### src/rtl/tqvp_vga_copper_pkg.sv
// Shared definitions for the VGA copper: opcodes, instruction
// field positions and the sequencer state encoding.
package tqvp_vga_copper_pkg;

   localparam logic [1:0] OP_WAIT  = 2'b00;
   localparam logic [1:0] OP_MOVE  = 2'b01;
   localparam logic [1:0] OP_WAITH = 2'b10;
   localparam logic [1:0] OP_END   = 2'b11;

   localparam int OP_HI = 15;
   localparam int OP_LO = 14;
   localparam int RA_HI = 13;
   localparam int RA_LO = 8;
   localparam int RD_HI = 7;
   localparam int RD_LO = 0;

   typedef enum logic [2:0] {
      S_IDLE,
      S_FETCH,
      S_EXEC,
      S_WAIT_Y,
      S_WAIT_HB,
      S_HALT
   } state_t;

endpackage

### src/rtl/tqvp_vga_copper_list.sv
// Copper instruction store: one synchronous read port, one write port.
// A same-cycle write to the slot being read returns the old word.
module tqvp_vga_copper_list #(
   parameter int DEPTH = 16,
   parameter int AW    = $clog2(DEPTH)
) (
   input  logic          clk,
   input  logic          rd_en,
   input  logic [AW-1:0] rd_addr,
   output logic [15:0]   rd_data,
   input  logic          we,
   input  logic [AW-1:0] wr_addr,
   input  logic [15:0]   wr_data
);

   logic [15:0] mem [DEPTH];

   always_ff @(posedge clk) begin
      if (we)
         mem[wr_addr] <= wr_data;
      if (rd_en)
         rd_data <= mem[rd_addr];
   end

endmodule

### src/rtl/tqvp_vga_copper.sv
// Display-list sequencer for the TinyQV VGA peripheral, plus the
// register-port arbiter shared with the CPU bus (CPU always wins).
module tqvp_vga_copper
   import tqvp_vga_copper_pkg::*;
#(
   parameter int LIST_DEPTH = 16,
   parameter int Y_W        = 10
) (
   input  logic                          clk,
   input  logic                          rst_n,
   input  logic                          enable,
   input  logic                          frame_start,
   input  logic [Y_W-1:0]                vga_y,
   input  logic                          vga_blank,
   input  logic                          list_we,
   input  logic [$clog2(LIST_DEPTH)-1:0] list_addr,
   input  logic [15:0]                   list_data,
   input  logic                          cpu_we,
   input  logic [5:0]                    cpu_addr,
   input  logic [7:0]                    cpu_data,
   output logic                          reg_we,
   output logic [5:0]                    reg_addr,
   output logic [7:0]                    reg_data,
   output logic                          busy,
   output logic [$clog2(LIST_DEPTH)-1:0] pc
);

   localparam int PW = $clog2(LIST_DEPTH);

   state_t      state, state_n;
   logic [PW-1:0] pc_n;
   logic [15:0] word;
   logic        blank_q;
   logic        hb_arm;
   logic        issue;
   logic        adv;
   logic [1:0]  op;

   tqvp_vga_copper_list #(
      .DEPTH (LIST_DEPTH),
      .AW    (PW)
   ) u_list (
      .clk     (clk),
      .rd_en   (state == S_FETCH),
      .rd_addr (pc),
      .rd_data (word),
      .we      (list_we),
      .wr_addr (list_addr),
      .wr_data (list_data)
   );

   assign op = word[OP_HI:OP_LO];

   always_comb begin
      state_n = state;
      pc_n    = pc;
      issue   = 1'b0;
      adv     = 1'b0;
      if (!enable) begin
         state_n = S_IDLE;
      end else if (frame_start) begin
         state_n = S_FETCH;
         pc_n    = '0;
      end else begin
         unique case (state)
            S_FETCH: state_n = S_EXEC;
            S_EXEC: begin
               unique case (op)
                  OP_MOVE: begin
                     issue = !cpu_we;
                     adv   = !cpu_we;
                  end
                  OP_WAIT:  state_n = S_WAIT_Y;
                  OP_WAITH: state_n = S_WAIT_HB;
                  default:  state_n = S_HALT;
               endcase
            end
            S_WAIT_Y:
               adv = (vga_y >= word[Y_W-1:0]);
            // hb_arm masks an edge coinciding with the entry cycle
            S_WAIT_HB:
               adv = hb_arm && vga_blank && !blank_q;
            default: ;
         endcase
         if (adv) begin
            if (pc == PW'(LIST_DEPTH - 1)) begin
               state_n = S_HALT;
            end else begin
               state_n = S_FETCH;
               pc_n    = pc + 1'b1;
            end
         end
      end
   end

   always_ff @(posedge clk) begin
      if (!rst_n) begin
         state    <= S_IDLE;
         pc       <= '0;
         blank_q  <= 1'b0;
         hb_arm   <= 1'b0;
         reg_we   <= 1'b0;
         reg_addr <= '0;
         reg_data <= '0;
      end else begin
         state   <= state_n;
         pc      <= pc_n;
         blank_q <= vga_blank;
         hb_arm  <= (state == S_WAIT_HB);
         reg_we  <= cpu_we | issue;
         if (cpu_we) begin
            reg_addr <= cpu_addr;
            reg_data <= cpu_data;
         end else if (issue) begin
            reg_addr <= word[RA_HI:RA_LO];
            reg_data <= word[RD_HI:RD_LO];
         end
      end
   end

   assign busy = (state == S_FETCH) || (state == S_EXEC) ||
                 (state == S_WAIT_Y) || (state == S_WAIT_HB);

endmodule

### config.mk
export PLATFORM = sky130hd
export DESIGN_NAME = tqvp_vga_copper
export DESIGN_NICKNAME = d
export VERILOG_FILES = /design/src/rtl/tqvp_vga_copper_pkg.sv /design/src/rtl/tqvp_vga_copper_list.sv /design/src/rtl/tqvp_vga_copper.sv
export SDC_FILE = /design/constraint.sdc
export NUM_CORES = 1
export LEC_CHECK = 0
export CAP_MARGIN = 15
export CORE_MARGIN = 1
export CORE_UTILIZATION = 35
export DETAILED_ROUTE_END_ITERATION = 7
export GPL_TIMING_DRIVEN = 0
export SYNTH_ARGS = -nofsm -noshare
export SYNTH_HDL_FRONTEND = slang
export SYNTH_SLANG_ARGS = --single-unit
### constraint.sdc
create_clock -name clk -period 3.5 [get_ports clk]
set_input_delay 0.7 -clock clk [delete_from_list [all_inputs] [get_ports clk]]
set_output_delay 0.7 -clock clk [all_outputs]
set_load 0.02 [all_outputs]
; ---- Word-level counts from Yosys, hierarchy flattened
; Memories as Yosys holds them, arrays and structs flattened. A register that Yosys moved wholly into a read port is not among the register bits.
; Cells that the tools add are included.
[word_totals]
regBits = 24
ramBits = 256
input_bits = 51
elab_cells = 62
n_memories = 1
[mem_list]
columns = name, depth, width, rd, rd_clocked_by_memory_dff, write_ports, line
row1 = u_list.mem, 16, 16, 1, 1, 1, tqvp_vga_copper_list.sv:16  ; logic [15:0] mem [DEPTH];
[classes]
addsub = 1
magnitude_cmp = 1
eq_ne = 10
muxes = 21
n_bitwise = 3
reduce_logical = 17
[op_table]
columns = cell, count
row1 = 2-to-1 mux 8 bit, 2
row2 = 2-to-1 mux 4 bit, 3
row3 = 2-to-1 mux 6 bit, 2
row4 = >= comparator 10 bit, 1
row5 = 2-to-1 mux 1 bit, 9
row6 = case mux 3 bit (3 select lines), 1
row7 = "== test 3 x 2 -> 1 bit, second input constant", 2
row8 = 2-to-1 mux 3 bit, 2
row9 = case mux 3 bit (2 select lines), 1
row10 = AND reduction 2 bit, 3
row11 = "adder 4 x 1 -> 4 bit, second input constant", 1
row12 = "== test 4 bit, second input constant", 1
row13 = "inequality test 4 bit, second input constant", 1
row14 = nonzero test 2 bit, 2
row15 = nonzero test 4 bit, 1
row16 = "== test 3 x 1 -> 1 bit, second input constant", 1
row17 = "== test 3 bit, second input constant", 1
row18 = logical OR 1 bit, 3
row19 = "inequality test 3 bit, second input constant", 1
row20 = case mux 1 bit (3 select lines), 1
row21 = AND reduction 3 bit, 1
row22 = nonzero test 3 bit, 1
row23 = OR reduction 3 bit, 1
row24 = "== test 2 x 1 -> 1 bit, second input constant", 1
row25 = other kinds (7), 10

; ---- Logic depth before layout (Yosys ltp)
; Gate-level depths: netlist of run 1.
[depth]
ltp_word = 7
ltp_mapped = 9
mapped_depth_nobuf = 8

; ---- Modules after synthesis
; Synthesis of run 1 repeated with hierarchy kept, for this count alone.
[hier_totals]
cells_unflattened = 595
hier_area_um2 = 11632.4
[by_module_without_submodules]
columns = mod, n_inst, cells_per_inst, area_each_um2
row1 = tqvp_vga_copper_list, 1, 432, 10203.5
row2 = tqvp_vga_copper, 1, 163, 1428.9

; ---- Worst setup path after synthesis of run 1
; OpenSTA, ideal clock, no wires.
[synth_timing]
path_kind = input-to-reg
startpoint = input port list_addr[2]
endpoint = memory u_list.mem[0][0] (enable)
setup_ps = 409
arrival_time_ps = 2271
required_time_ps = 3091
path_slack_ps = 819
cell_stages = 2
cell_sequence = or3b_1 nor3_1
[synth_lines]
columns = item, line
row1 = start: declaration, tqvp_vga_copper.sv:16  ; input logic [$clog2(LIST_DEPTH)-1:0] list_addr,
row2 = end: declaration, tqvp_vga_copper_list.sv:16
; Straight into the memory's write port.

==> out/results.tsv, run 1 <==
metric	value	unit
post-cts-setup-buffers	0	
grt_pass1_vias	6133	
route.final.wire_length	25400	um
die_outline_width	185	um
peak_ir_drop_on_the_vdd_network	0.366	mV
maximum_clock_frequency	0.360	GHz
yosys_warnings	0	
synth_sequential_area_ratio	74.1	%
final_layout_size_suffix_gt1_share	26.6	%
route.detailed.drc	0	
worstMarginPinSlew	1040	ps
syn-cell-area	11700	um2
syn_area_per_cell	21.0	um2
timing.max_cap.violations	0	
io_pins	71	
cp_num_buf_inv	2	
clockBufferDepth	3	
postSynthCellCount	555	
cts.sinks	296	
insertion_delay	560	ps
ctsHoldBuffers	0	
overflow	0	
power.leakage	4.61	nW
cell_chain_of_the_critical_path	buf_2 > clkbuf_1 > mux4_2 > mux4_2	
dieArea	34100	um2
total_via_count_in_the_routed_design	5831	
postSynth.topFlopCell	sky130_fd_sc_hd__edfxtp_1	
initial_antenna_violation_count	1	
layout_common_cells	sky130_fd_sc_hd__edfxtp_1 (272), sky130_fd_sc_hd__mux4_2 (80), sky130_fd_sc_hd__clkdlybuf4s50_1 (69)	
final-seq-area	8650	um2
result_of_the_run	finished, final reports clean	
final_util	43.5	%
hold_viol	0	
num_antenna_cells	0	
groute.usage.overall	15.2	%
crit_top_cell	sky130_fd_sc_hd__mux4_2	
input_output_buffers	69	
rsz0062_at_grt	no	
gp_routability_congestion	0.794	
crit_path_max_fanout	10	
critPathTopFamily	buffers and inverters	
grt_max_degree	17	
final_common_cell	sky130_fd_sc_hd__edfxtp_1	
cts.root.buffer_cell	sky130_fd_sc_hd__clkbuf_16	
detailedRoute.firstIterationViolations	418	
finalSetupViolations	0	
grt_first_pass_wirelength	37600	um
timing.critical_path.slowest_cell_delay	720	ps
finalWorstPathRequiredPeriod	2770	ps
netlist_top_cells_area	sky130_fd_sc_hd__edfxtp_1 (70%), sky130_fd_sc_hd__mux4_2 (15%), sky130_fd_sc_hd__dfxtp_1 (4.1%)	
yosys.cell_types.count	44	
slew_headroom	30.2	%
place.detailed.hpwl	17300	um
cts-buffers-inserted	30	
end_kind	register	
dieHeight	185	um
worst-setup-path-type	register to register	
postSynthRegisterBits	296	
cts.clk_slew.worst_paths	70	ps
dr.pass1.iters	4	
htree_num_levels	1	
ant_nets	0	
fin_nets	737	
fillCellCount	2822	
tritoncts	done	
multiInputGateArea	2840	um2
synth_enable_flop_cells	272	
flow.area_growth_from_synthesis	21.8	%
timing.final.crit_share	79.3	%
worst-endpoint-arrival	3040	ps
placementRows	66	
clock_skew	15.3	ps
power.density	521	nW/um2
area_leader_netlist	sky130_fd_sc_hd__edfxtp_1	
slew_violations	0	
synthDominantCellAreaShare	70.0	%
synthesis.nets	617	
cp_slowest_cell	sky130_fd_sc_hd__clkbuf_1	
viasPerCell	5.11	
critPathLaunchType	register	
postPlaceCellArea	13200	um2
cp.required	3770	ps
holdCritPathClass	primary input to register	
async_flop_share	0	%
layout.cell_area.non_filler	14200	um2
wl_per_cell	22.3	um
floorplan.core_area	32700	um2
starting_density	35.7	%
cts_repair_resize_count	0	
final timing paths:
path | start | endpoint | slack [ps] | cells past startpoint
setup / recovery | pc[1] | u_list.rd_data[8] | 730 | 4
hold / removal | rst_n | hb_arm | 550 | 2
setup reg to reg | pc[1] | u_list.rd_data[8] | 730 | 4
hold reg to reg | u_list.rd_data[11] | reg_addr[3] | 590 | 3
flip-flops by register name (all words and copies together) (netlist names):
register,cells
blank_q,1
pc,4
u_list.mem,256
hb_arm,1
reg_we,1
state,3
reg_data,8
reg_addr,6
u_list.rd_data,16
routing by layer:
layer | track usage (%) | wire, um
met5 | 0 | 11
met4 | 3.27 | 454
met3 | 2.81 | 1330
met2 | 24.6 | 11800
met1 | 21.5 | 11800
stage by stage:
| stage | setup TNS [ps] | total power [mW] | std cells | setup slack (ps) | hold WS (ps) |
|---|---|---|---|---|---|
| after floorplan | 0 | 4.14 | 555 | 819 | 553 |
| after global placement | -51640 | 4.29 | 1066 | -1050 | 577 |
| after CTS | 0 | 7.46 | 1140 | 720 | 535 |
| after global routing | 0 | 7.62 | 1140 | 659 | 552 |
| final | 0 | 7.41 | 1140 | 725 | 554 |
| after detailed placement | 0 | 4.32 | 1085 | 360 | 588 |
where the power goes:
part	switching [mW]	total (mW)	internal (mW)
registers	0.0212	3.96	3.94
logic	0.156	0.287	0.131
clock network	1.30	3.16	1.87
kinds of logic after synthesis:
logic type	after synthesis	share of synthesized area (%)
simple gates	71	2.99
mux	85	15.9
buf+inv	43	2.02
compound gates	47	3.67
flops	296	74.1
xor+xnor	2	0.150
fa+ha+maj	11	1.18
layout make-up:
cell class                 count  area share, %
buffer                        30           1.31
clock buffer                  35           5.41
clock inverter                20           1.51
inverter                      13          0.343
multi-input combinational    216           20.0
sequential                   296           60.8
tap                          442           3.89
timing repair buffer          88           6.73
cell usage after synthesis, drive strengths merged (2+ instances only):
cell	n
o21ai	5
nand3b	3
edfxtp	272
nand4	3
buf	16
nor2	16
o211ai	9
and3	2
nor2b	3
a2111oi	2
nand3	4
or3b	2
a211oi	2
ha	11
clkbuf	14
o211a	14
nand2	23
mux4	80
inv	13
mux2i	5
a211o	2
a21oi	3
nand2b	6
nor3	6
dfxtp	24
Power figures use the tool's default switching activity.
==> run 2: changes to the inputs <==
clock period = 2.7 ns   (was 3.5 ns; I/O delays follow)
==> run 2 against run 1 <==
Against the previous run: worst setup slack worse by 630 ps; flip-flop and latch count stayed put; wire length barely moved; clock skew barely moved; count of clock-buffer cells in the layout unchanged; clock power up 30%; total power up 30%; via count is 0.31% higher; combinational power up 30%; non-clock buffer count did not move; critical path type unchanged.
==> out/results.tsv, run 2 (synthesized netlist as in run 1, its figures left out) <==
metric	value	unit	change
result_of_the_run	finished, final reports clean		unchanged
worstReg2RegEnd	u_list.rd_data[9]		was u_list.rd_data[8]
power.combinational.fraction	3.9	%	about the same
cp.required	2970	ps	was 3770 ps
timing.reg2reg.worst_path_depth	4		unchanged
final_layout_size_suffix_gt1_share	27.1	%	was 26.6%
worst-setup-path-type	register to register		unchanged
post-cts-setup-buffers	0		unchanged
die_outline_width	185	um	unchanged
dieArea	34100	um2	unchanged
largest_register	u_list.mem		unchanged
p_clk_share	42.7	%	about the same
power.leakage	4.62	nW	was 4.61 nW
cp-startpoint	pc[0]		was pc[1]
groute.usage.overall	15.2	%	unchanged
hold_viol	0		unchanged
grt_max_degree	17		unchanged
maximum_clock_frequency	0.384	GHz	was 0.360 GHz
ff2ff_setup_slack	90	ps	was 730 ps
crit_end	u_list.rd_data[9]		was u_list.rd_data[8]
detailedRoute.firstIterationViolations	425		was 418
layout.cell_area.non_filler	14200	um2	about the same
total_via_count_in_the_routed_design	5849		was 5,831
power.density	676	nW/um2	was 521 nW/um2
end_kind	register		unchanged
clock_skew	15.3	ps	about the same
route.final.wire_length	25400	um	about the same
insertion_delay	560	ps	about the same
timing.final.crit_share	96.5	%	was 79.3%
place.detailed.hpwl	17300	um	unchanged
clockBufferDepth	3		unchanged
final_util	43.5	%	about the same
layout_top_registers	u_list.mem: 256 flops, u_list.rd_data: 16 flops, reg_data: 8 flops		unchanged
rsz0062_at_grt	no		unchanged
flow.area_growth_from_synthesis	21.9	%	was 21.8%
max_reg_flops	256		unchanged
initial_antenna_violation_count	1		unchanged
final_common_cell	sky130_fd_sc_hd__edfxtp_1		unchanged
worst-endpoint-arrival	2880	ps	was 3040 ps
grt_pass1_vias	6133		unchanged
tritoncts	done		unchanged
timing.max_cap.violations	0		unchanged
floorplan.core_area	32700	um2	unchanged
reg_power_share	53.4	%	about the same
htree_num_levels	1		unchanged
finalWorstPathRequiredPeriod	2610	ps	was 2770 ps
ant_nets	0		unchanged
num_antenna_cells	0		unchanged
fin_nets	737		unchanged
cts.sinks	296		unchanged
fillCellCount	2825		was 2,822
placementRows	66		unchanged
critPathLaunchType	register		unchanged
starting_density	35.7	%	unchanged
worstMarginPinSlew	1040	ps	about the same
design_power_total	9.61	mW	was 7.41 mW
postPlaceCellArea	13200	um2	unchanged
holdCritPathClass	primary input to register		unchanged
viasPerCell	5.13		was 5.11
wl_per_cell	22.3	um	about the same
grt_first_pass_wirelength	37600	um	unchanged
ctsHoldBuffers	0		unchanged
gp_routability_congestion	0.794		unchanged
power.share.switching	19.9	%	about the same
cts.clk_slew.worst_paths	70	ps	about the same
peak_ir_drop_on_the_vdd_network	0.475	mV	was 0.366 mV
cts.root.buffer_cell	sky130_fd_sc_hd__clkbuf_16		unchanged
finalSetupViolations	0		unchanged
overflow	0		unchanged
crit_path_max_fanout	10		unchanged
cts-buffers-inserted	30		unchanged
slew_violations	0		unchanged
route.detailed.drc	0		unchanged
startpoint_of_the_lowest_slack_register_to_register_path	pc[0]		was pc[1]
dr.pass1.iters	5		was 4
input_output_buffers	69		unchanged
intPower	7.70	mW	was 5.94 mW
hold_slack	393	ps	was 554 ps
slew_headroom	30.2	%	about the same
layout_common_cells	sky130_fd_sc_hd__edfxtp_1 (272), sky130_fd_sc_hd__mux4_2 (80), sky130_fd_sc_hd__clkdlybuf4s50_1 (69)		unchanged
dieHeight	185	um	unchanged
power_switching	1.91	mW	was 1.47 mW
io_pins	71		unchanged
[run 2: cell counts in the layout (fill, tap and decap cells not counted)]
Identical to the previous run, type by type.
[run 2: power groups by stage]
stage	clock network [mW]	logic [mW]	registers, mW
floorplan	0	0.126	5.24
global placement	0	0.336	5.23
detailed placement	0	0.373	5.23
CTS	4.17	0.375	5.13
global route	4.33	0.400	5.14
finish	4.10	0.372	5.13
[run 2: repair_timing]
action	4_1_cts	5_1_grt
setup endpoints to repair	10	1
cloned	0	0
gates resized for setup	2	2
[run 2: worst min-delay path by stage]
stage	slack [ps]	cells after the start	endpoint	start
after floorplan	550	2	state[1]	state[1]
after global placement	580	3	reg_addr[2]	u_list.rd_data[10]
after detailed placement	590	3	reg_data[3]	reg_data[3]
after CTS	370	2	hb_arm	rst_n
after global routing	390	2	hb_arm	rst_n
final	390	2	hb_arm	rst_n
[run 2: critical path, cell delays in order (launching register included)]
cell and delay, ps:
sky130_fd_sc_hd__dfxtp_1 420, sky130_fd_sc_hd__buf_6 150, sky130_fd_sc_hd__clkbuf_1 620, sky130_fd_sc_hd__mux4_2 590, sky130_fd_sc_hd__mux4_2 530
[run 2: layout make-up]
| type | instances | area (um2) | area share [%] |
|---|---|---|---|
| buffer | 30 | 190 | 1.34 |
| clock inverter | 20 | 214 | 1.50 |
| timing repair buffer | 88 | 957 | 6.73 |
| clock buffer | 35 | 769 | 5.41 |
| tap | 442 | 553 | 3.89 |
| multi-input combinational | 216 | 2840 | 20.0 |
| inverter | 13 | 48.8 | 0.343 |
| sequential | 296 | 8650 | 60.8 |
[run 2: stage by stage]
stage                     worst slack (ps)  instances  TNS [ps]
after detailed placement              -280       1085     -2350
after global routing                  18.9       1140         0
after floorplan                        179        555         0
final                                 94.1       1140         0
after CTS                              101       1140         0
after global placement               -1690       1066   -187820
[run 2: routing by layer]
metal  vias to the layer above  part of all wire, %  track usage [%]
met2                       175                   47             24.6
met4                         2                  1.8             3.27
met1                      3070                   47             21.5
met3                        43                  5.0             2.81
li1                       2559                    -                -
met5                         -                0.043                0
==> run 3: changes to the inputs <==
SLEW_MARGIN = 15   (was default)
==> run 3 against run 2 <==
Against the previous run: sequential share of layout area shrank 0.28 points; wire length increased by 0.20%; hold slack better by 7.6 ps; worst setup slack improved by 61 ps; clock power up 7.3%; total power is 3.0% higher; die area unchanged; critical endpoint unchanged; largest power group unchanged.
==> out/results.tsv, run 3 (synthesized netlist as in run 1, its figures left out) <==
metric	value	unit	change
hold_path_depth	2		unchanged
final_util	43.7	%	was 43.5%
worstMarginPinSlew	877	ps	was 1040 ps
timing.final.crit_share	94.2	%	was 96.5%
worst-setup-path-type	register to register		unchanged
result_of_the_run	finished, final reports clean		unchanged
cp-startpoint	pc[0]		unchanged
timing.reg2reg.worst_path_depth	4		unchanged
groute.usage.overall	15.4	%	was 15.2%
worst-endpoint-arrival	2820	ps	was 2880 ps
startpoint_of_the_lowest_slack_register_to_register_path	pc[0]		unchanged
hold_start	rst_n		unchanged
starting_density	35.7	%	unchanged
gp_routability_congestion	0.794		unchanged
die_outline_width	185	um	unchanged
hold_slack	401	ps	was 393 ps
peak_ir_drop_on_the_vdd_network	0.489	mV	was 0.475 mV
cp.required	2970	ps	about the same
use_met2	24.4	%	was 24.6%
ant_nets	0		unchanged
power.density	693	nW/um2	was 676 nW/um2
timing.critical_path.slowest_cell_delay	590	ps	was 620 ps
flow.area_growth_from_synthesis	22.4	%	was 21.9%
input_output_buffers	69		unchanged
io_pins	71		unchanged
timing.max_cap.violations	0		unchanged
cell_chain_of_the_critical_path	buf_6 > clkbuf_1 > mux4_2 > mux4_2		unchanged
dr.pass1.iters	4		was 5
grt_max_degree	17		unchanged
ctsHoldBuffers	0		unchanged
globalRouteMet3Util	3.26	%	was 2.81%
num_antenna_cells	0		unchanged
dieHeight	185	um	unchanged
insertion_delay	570	ps	was 560 ps
grt_pass1_vias	6172		was 6,133
hold_viol	0		unchanged
crit_path_max_fanout	10		unchanged
place.detailed.hpwl	17300	um	about the same
gr-max-usage-layer	met2		unchanged
cp_slowest_cell	sky130_fd_sc_hd__clkbuf_1		unchanged
rsz0062_at_grt	no		unchanged
grt_use_met1	21.5	%	about the same
dieArea	34100	um2	unchanged
layout_common_cells	sky130_fd_sc_hd__edfxtp_1 (272), sky130_fd_sc_hd__mux4_2 (80), sky130_fd_sc_hd__clkdlybuf4s50_1 (69)		unchanged
power.leakage	4.66	nW	was 4.62 nW
tritoncts	done		unchanged
floorplan.core_area	32700	um2	unchanged
cts.sinks	296		unchanged
grt_first_pass_wirelength	38000	um	was 37,600 um
worstReg2RegEnd	u_list.rd_data[9]		unchanged
final_layout_size_suffix_gt1_share	27.1	%	about the same
clockBufferDepth	3		unchanged
end_kind	register		unchanged
fillCellCount	2832		was 2,825
route.final.wire_length	25500	um	was 25,400 um
finalSetupViolations	0		unchanged
final_common_cell	sky130_fd_sc_hd__edfxtp_1		unchanged
clock_skew	27.0	ps	was 15.3 ps
htree_num_levels	1		unchanged
holdCritPathClass	primary input to register		unchanged
placementRows	66		unchanged
max_reg_flops	256		unchanged
ff2ff_setup_slack	160	ps	was 90 ps
initial_antenna_violation_count	1		unchanged
overflow	0		unchanged
total_via_count_in_the_routed_design	5843		was 5,849
cts.root.buffer_cell	sky130_fd_sc_hd__clkbuf_16		unchanged
crit_top_cell	sky130_fd_sc_hd__mux4_2		unchanged
layout_top_registers	u_list.mem: 256 flops, u_list.rd_data: 16 flops, reg_data: 8 flops		unchanged
critPathLaunchType	register		unchanged
route.detailed.drc	0		unchanged
wl_per_cell	22.3	um	about the same
hold_path_end	hb_arm		unchanged
cts.clk_slew.worst_paths	60	ps	was 70 ps
fin_nets	739		was 737
maximum_clock_frequency	0.393	GHz	was 0.384 GHz
cts-buffers-inserted	30		unchanged
finalWorstPathRequiredPeriod	2540	ps	was 2610 ps
viasPerCell	5.11		was 5.13
setup-tns-final	0	ps	unchanged
detailedRoute.firstIterationViolations	490		was 425
slew_violations	0		unchanged
slew_headroom	41.5	%	was 30.2%
largest_register	u_list.mem		unchanged
## run 3: through the flow
step | cells | area, um2 | power [mW] | setup slack [ps]
2_1_floorplan | 555 | 11700 | 5.37 | 179
6_report | 1143 | 14300 | 9.90 | 155
5_1_grt | 1143 | 14300 | 10.2 | 11.8
3_3_place_gp | 1066 | 12900 | 5.56 | -1690
4_1_cts | 1143 | 14300 | 9.98 | 50.7
3_5_place_dp | 1087 | 13200 | 5.60 | -286
## run 3: cell type report
class	count	area, um2	share of cell area, %
repair buffers	90	950	6.65
flip-flops and latches	296	8650	60.5
plain buffers	30	190	1.33
well taps	442	553	3.87
clock buffers	34	766	5.36
inverters	13	48.8	0.342
clock inverters	22	292	2.04
multi-input cells	216	2840	19.9
## run 3: worst max-delay path: cells and delay by family (launching register included)
kind,cells,cell delay (ps)
multiplexers,2,1110
buffers and inverters,2,740
flip-flops,1,420
## run 3: layer usage
layer,wire (um),part of all wire [%]
met5,8,0.031
met2,11800,46
met4,486,1.9
met3,1480,5.8
met1,11700,46
## run 3: worst max path at each step
stage | end | slack, ps | cells past startpoint
detailed placement | state[0] | -290 | 9
global placement | u_list.mem[0][15] | -1690 | 3
finish | u_list.rd_data[9] | 160 | 4
CTS | u_list.rd_data[8] | 50 | 4
global route | u_list.rd_data[9] | 10 | 4
floorplan | u_list.mem[0][0] | 180 | 2
## run 3: power by group
| part | total, mW | internal, mW | switching (mW) |
|---|---|---|---|
| sequential | 5.13 | 5.11 | 0.0273 |
| combinational | 0.368 | 0.169 | 0.199 |
| clock | 4.40 | 2.70 | 1.70 |
## run 3: repair_timing
item,in CTS,in global routing
hold endpoints to repair,0,0
setup endpoints to repair,12,5
setup buffers,0,0
resized for setup,2,2
